--- src/rtl/noc_vc_grant_scheduler.sv ---
// Packet-aware VC grant scheduler for a router output port: grants one VC per
// packet (header to tail), round-robin or fixed priority, zero-bubble hand-off.

package noc_vc_grant_scheduler_pkg;

  typedef struct packed {
    logic [3:0]  virtual_channels;
    logic [15:0] flit_width;
    logic [7:0]  buffer_depth;
  } noc_config_t;

  localparam noc_config_t NOC_DEFAULT_CONFIG = '{
    virtual_channels: 4'd2,
    flit_width:       16'd64,
    buffer_depth:     8'd4
  };

endpackage

module noc_vc_grant_scheduler
  import noc_vc_grant_scheduler_pkg::*;
#(
  parameter noc_config_t CONFIG = NOC_DEFAULT_CONFIG,
  parameter int unsigned FIXED_PRIORITY = 0,
  localparam int unsigned CHANNELS = 32'(CONFIG.virtual_channels)
) (
  input  logic                clk,
  input  logic                rst_n,
  input  logic [CHANNELS-1:0] i_vc_valid,
  input  logic [CHANNELS-1:0] i_vc_head,
  input  logic [CHANNELS-1:0] i_vc_tail,
  input  logic                i_out_ready,
  output logic [CHANNELS-1:0] o_vc_grant,
  output logic                o_busy,
  output logic                o_protocol_error
);

  localparam int unsigned PTR_W = (CHANNELS > 1) ? $clog2(CHANNELS) : 1;

  typedef enum logic {
    ST_IDLE = 1'b0,
    ST_BUSY = 1'b1
  } state_e;

  state_e              state_q, state_d;
  logic [CHANNELS-1:0] grant_q, grant_d;
  logic                busy_q, busy_d;
  logic [PTR_W-1:0]    ptr_q, ptr_d;
  logic                first_q, first_d;
  logic                err_q, err_d;
  logic [CHANNELS-1:0] orphan_q, orphan_d;

  logic [CHANNELS-1:0] eligible;
  logic                xfer;
  logic                last;
  logic                xfer_head;
  logic                sel_any;
  logic [CHANNELS-1:0] sel_oh;
  logic [PTR_W-1:0]    sel_next;

  assign eligible  = i_vc_valid & i_vc_head;
  assign xfer      = (|(grant_q & i_vc_valid)) & i_out_ready;
  assign last      = xfer & (|(grant_q & i_vc_tail));
  assign xfer_head = xfer & (|(grant_q & i_vc_head));

  // Winner search; round-robin starts at the pointer, which already sits just
  // past the VC being finished, so that VC only wins when it is alone.
  always_comb begin : select
    logic [CHANNELS-1:0] excl;
    logic [CHANNELS-1:0] req;
    int unsigned         idx;
    excl     = eligible & ~grant_q;
    req      = eligible;
    idx      = 0;
    sel_any  = 1'b0;
    sel_oh   = '0;
    sel_next = '0;
    if (FIXED_PRIORITY == 0 && state_q == ST_BUSY && excl != '0) begin
      req = excl;
    end
    for (int unsigned i = 0; i < CHANNELS; i++) begin
      idx = i + ((FIXED_PRIORITY != 0) ? 32'd0 : 32'(ptr_q));
      if (idx >= CHANNELS) begin
        idx = idx - CHANNELS;
      end
      if (!sel_any && req[PTR_W'(idx)]) begin
        sel_any              = 1'b1;
        sel_oh[PTR_W'(idx)]  = 1'b1;
        sel_next             = (idx == CHANNELS - 1) ? '0 : PTR_W'(idx + 1);
      end
    end
  end

  // Next-state and registered-output logic.
  always_comb begin : fsm_next
    state_d  = state_q;
    grant_d  = grant_q;
    busy_d   = busy_q;
    ptr_d    = ptr_q;
    first_d  = first_q;
    err_d    = err_q;
    orphan_d = '0;
    case (state_q)
      ST_IDLE: begin
        orphan_d = i_vc_valid & ~i_vc_head;
        if ((orphan_d & orphan_q) != '0) begin
          err_d = 1'b1;
        end
        if (sel_any) begin
          state_d = ST_BUSY;
          grant_d = sel_oh;
          busy_d  = 1'b1;
          ptr_d   = sel_next;
          first_d = 1'b1;
        end
      end
      ST_BUSY: begin
        if (xfer) begin
          first_d = 1'b0;
          if (xfer_head && !first_q) begin
            err_d = 1'b1;
          end
        end
        if (last) begin
          if (sel_any) begin
            grant_d = sel_oh;
            ptr_d   = sel_next;
            first_d = 1'b1;
          end else begin
            state_d = ST_IDLE;
            grant_d = '0;
            busy_d  = 1'b0;
            first_d = 1'b0;
          end
        end
      end
    endcase
  end

  always_ff @(posedge clk) begin : regs
    if (!rst_n) begin
      state_q  <= ST_IDLE;
      grant_q  <= '0;
      busy_q   <= 1'b0;
      ptr_q    <= '0;
      first_q  <= 1'b0;
      err_q    <= 1'b0;
      orphan_q <= '0;
    end else begin
      state_q  <= state_d;
      grant_q  <= grant_d;
      busy_q   <= busy_d;
      ptr_q    <= ptr_d;
      first_q  <= first_d;
      err_q    <= err_d;
      orphan_q <= orphan_d;
    end
  end

  assign o_vc_grant       = grant_q;
  assign o_busy           = busy_q;
  assign o_protocol_error = err_q;

endmodule

--- config.mk ---
export PLATFORM = sky130hd
export DESIGN_NAME = noc_vc_grant_scheduler
export DESIGN_NICKNAME = d
export VERILOG_FILES = /design/src/rtl/noc_vc_grant_scheduler.sv
export SDC_FILE = /design/constraint.sdc
export NUM_CORES = 1
export LEC_CHECK = 0
export ABC_AREA = 0
export CAP_MARGIN = 30
export CORE_AREA = 10 10 47 49
export DETAILED_ROUTE_END_ITERATION = 7
export DIE_AREA = 0 0 57 59
export GPL_TIMING_DRIVEN = 0
export MAX_ROUTING_LAYER = met4
export PLACE_DENSITY = 0.63
export REMOVE_ABC_BUFFERS = 1
export SLEW_MARGIN = 20
export SYNTH_ARGS = -nofsm -noshare
export SYNTH_HDL_FRONTEND = slang
export SYNTH_SLANG_ARGS = --single-unit
--- constraint.sdc ---
create_clock -name clk -period 1.3 [get_ports clk]
set_input_delay 0.26 -clock clk [delete_from_list [all_inputs] [get_ports clk]]
set_output_delay 0.26 -clock clk [all_outputs]
set_load 0.01 [all_outputs]
==> flow_summary_export.csv <==
group,metric,value,unit
run_status,status,"finished with violations",
run_status,failed_checks,"negative setup slack",
worst_setup_path,reg2reg_slack,-0.15,ns
drt,dr_total_vias,563,
worst_setup_path,critPathLaunchType,"flop",
cts,cts.sinks,9,
pwr,p_leak,0.000341,uW
logic_synthesis,synth_edf_count,0,
logic_synthesis,yosysWarnings,0,
final_layout,fin_nets,92,
floorplanning,die_w,57,microns
logic_synthesis,yosysTopAreaCellShare,0.375,
logic_synthesis,synthTopCellsByArea,"dfxtp_1, o31a_1, a21oi_1",
worst_setup_path,path_cells,"buf_12, buf_4, a21oi_2, o22ai_2, a2111oi_4, a31o_2",
logic_synthesis,syn_inst,55,
logic_synthesis,synth_cell_types,27,
placed_design,gp_congestion,0.826,
logic_synthesis,yosys.area.top_type,"dfxtp_1",
worst_setup_path,r2r_start,"o_vc_grant[0]",
sta,fin_skew,0.00420,ns
cts,max-clock-path-buffers,2,
placed_design,hpwl,898,microns
worst_setup_path,reg2reg_to,"o_vc_grant[0]",
worst_setup_path,crit_required,1.51,ns
logic_synthesis,avgSynthCellArea,8.74,sq um
logic_synthesis,syn_area,480,sq um
pwr,powerDensity,928,nW/um^2
drt,drt_iter0_drc,15,
drt,vias_per_cell,5.80,
final_layout,diodes,0,
sta,fmax,0.688,GHz
grt,grtUsageTotal,0.0902,
drt,firstDrtPassIters,4,
logic_synthesis,seq_area_frac_synth,0.375,
sta,hold_ws,0.222,ns
sta,setup_ws,-0.153,ns
worst_setup_path,worst-path-max-fanout,5,
worst_setup_path,crit_slowest_cell,"a2111oi_4",
hold_path,holdPathEnd,"orphan_q[1]",
final_layout,nFillCells,123,
drt,wl,1640,microns
hold_path,hp-start,"i_vc_head[1]",
worst_setup_path,worstRegToRegCells,6,
sta,fin_crit_sh,1.12,
worst_setup_path,crit_family,"compound AO/OA/AOI/OAI gates",
cts,clk_pin_slew,0.06,ns
floorplanning,die_h,59,microns
pwr,ir_worst_vdd,0.641,mV
floorplanning,rows,14,
grt,grt_max_degree,10,
logic_synthesis,ys_seq_elements,9,
placed_design,port_buffers,12,
worst_setup_path,path_buf_inv,2,
drt,drc,0,
cts,htreeDepth,1,
sta,finalHoldViolCount,0,
sta,rsz0062_at_grt,"yes",
worst_setup_path,slowest_delay,0.37,ns
logic_synthesis,synth_ff_type,"dfxtp_1",
sta,setup_viol_count_final,5,
floorplanning,io_pins,13,
sta,worst_slew_pin_slew,0.366,ns
grt,antenna_found_initial,0,
final_layout,syn_to_final_growth,68.8,%
logic_synthesis,synth_commonest_cells,"dfxtp_1, a21oi_1, inv_1, nand2_1",
final_layout,post-route-util,0.579,
drt,ant_nets,0,
sta,slew_headroom,0.752,
floorplanning,dieArea,3360,sq um
worst_setup_path,arrival,1.66,ns
hold_path,min_path_type,"in -> reg",
worst_setup_path,endpoint_kind,"flop",
logic_synthesis,async_reset_ff_frac,0,
logic_synthesis,synth.most_common_cell,"dfxtp_1",
floorplanning,floorplan.initialDensity,0.343,
grt,gr-total-overflow,0,
cts,root_buffer,"clkbuf_4",
worst_setup_path,critical_path_class,"reg -> reg",
run,drv_cap,0,
grt,grt_pass1_vias,546,
hold_path,min_path_cells,2,
floorplanning,core,1400,sq um
grt,grt_pass1_wl,2380,microns
cts,cts_tree,"built",
sta,slew_violations,0,
cts,cts_buffers,3,
cts,clock_latency,0.27,ns
cts,hold_buffers,0,
sta,setup_tns,-0.428,ns
sta,fin_crit,1.45,ns
drt,wl_per_cell,16.9,microns
final_layout,drive_gt1_frac,0.494,
==> stage by stage <==
| stage | setup WS, ns | total power (uW) | cell area [sq um] | instances |
|---|---|---|---|---|
| finish | -0.153 | 752 | 811 | 97 |
| global placement | -0.708 | 461 | 612 | 81 |
| floorplan | -0.140 | 394 | 472 | 53 |
| detailed placement | -0.713 | 461 | 612 | 81 |
| CTS | -0.0714 | 702 | 726 | 91 |
| global route | -0.192 | 792 | 811 | 97 |
==> worst max-delay path by stage <==
stage	startpoint	slack, ns	end	cells after the start
3_3_place_gp	i_vc_head[0]	-0.71	first_q	6
4_1_cts	o_vc_grant[0]	-0.07	o_vc_grant[1]	5
6_report	o_vc_grant[0]	-0.15	o_vc_grant[0]	6
5_1_grt	o_vc_grant[0]	-0.19	o_vc_grant[0]	6
2_1_floorplan	o_vc_grant[1]	-0.14	ptr_q	4
3_5_place_dp	i_vc_head[0]	-0.71	first_q	6
==> sequential cells by signal (all words and copies together), names as in the netlist <==
register,flops
orphan_q,2
o_busy,1
o_vc_grant,2
state_q,1
ptr_q,1
first_q,1
o_protocol_error,1
==> per-layer routing <==
| metal | up-vias | wire length [microns] | GRT usage | part of all wire |
|---|---|---|---|---|
| met2 | 18 | 845 | 0.135 | 0.52 |
| met5 | - | 0 | - | 0 |
| met4 | 0 | 27 | 0.0503 | 0.016 |
| li1 | 267 | - | - | - |
| met3 | 4 | 115 | 0.0451 | 0.070 |
| met1 | 274 | 651 | 0.0951 | 0.40 |
==> power breakdown <==
part / switching (uW) / total [uW] / internal [uW]
Clock: 105 / 224 / 119
Sequential: 19.4 / 314 / 294
Combinational: 102 / 215 / 112
Total: 227 / 752 / 526
==> layout by cell type (no fill, tap or decap), types with 2 or more instances in the layout <==
| master | count |
|---|---|
| a21oi_1 | 4 |
| a22oi_2 | 2 |
| and2_4 | 2 |
| buf_4 | 11 |
| clkbuf_2 | 2 |
| clkbuf_4 | 3 |
| clkdlybuf4s15_2 | 3 |
| dfxtp_1 | 6 |
| dfxtp_4 | 3 |
| dlygate4sd2_1 | 6 |
| inv_1 | 4 |
| nand2_1 | 5 |
| nand3b_1 | 2 |
| nor4b_1 | 2 |
| o31a_1 | 3 |
==> timing repair <==
| action | 4_1_cts | 5_1_grt |
|---|---|---|
| resized for setup | 32 | 13 |
| setup endpoints to repair | 11 | 8 |
| cloned | 0 | 0 |
| pin swaps | 8 | 8 |
| buffers inserted | 6 | 6 |
==> final cells by class <==
class | instances | area [sq um] | share of cell area
repair buffers | 24 | 211 | 0.261
multi-input cells | 39 | 343 | 0.423
flip-flops and latches | 9 | 191 | 0.236
inverters | 5 | 18.8 | 0.0231
clock buffers | 4 | 26.3 | 0.0324
well taps | 16 | 20.0 | 0.0247
==> logic make-up after synthesis <==
family,Yosys count,share of synthesized area
buf+inv,7,0.0573
simple gates,17,0.206
compound gates,21,0.336
fa+ha+maj,1,0.0260
flops,9,0.375
No activity file was read; power rests on OpenSTA's default activity.
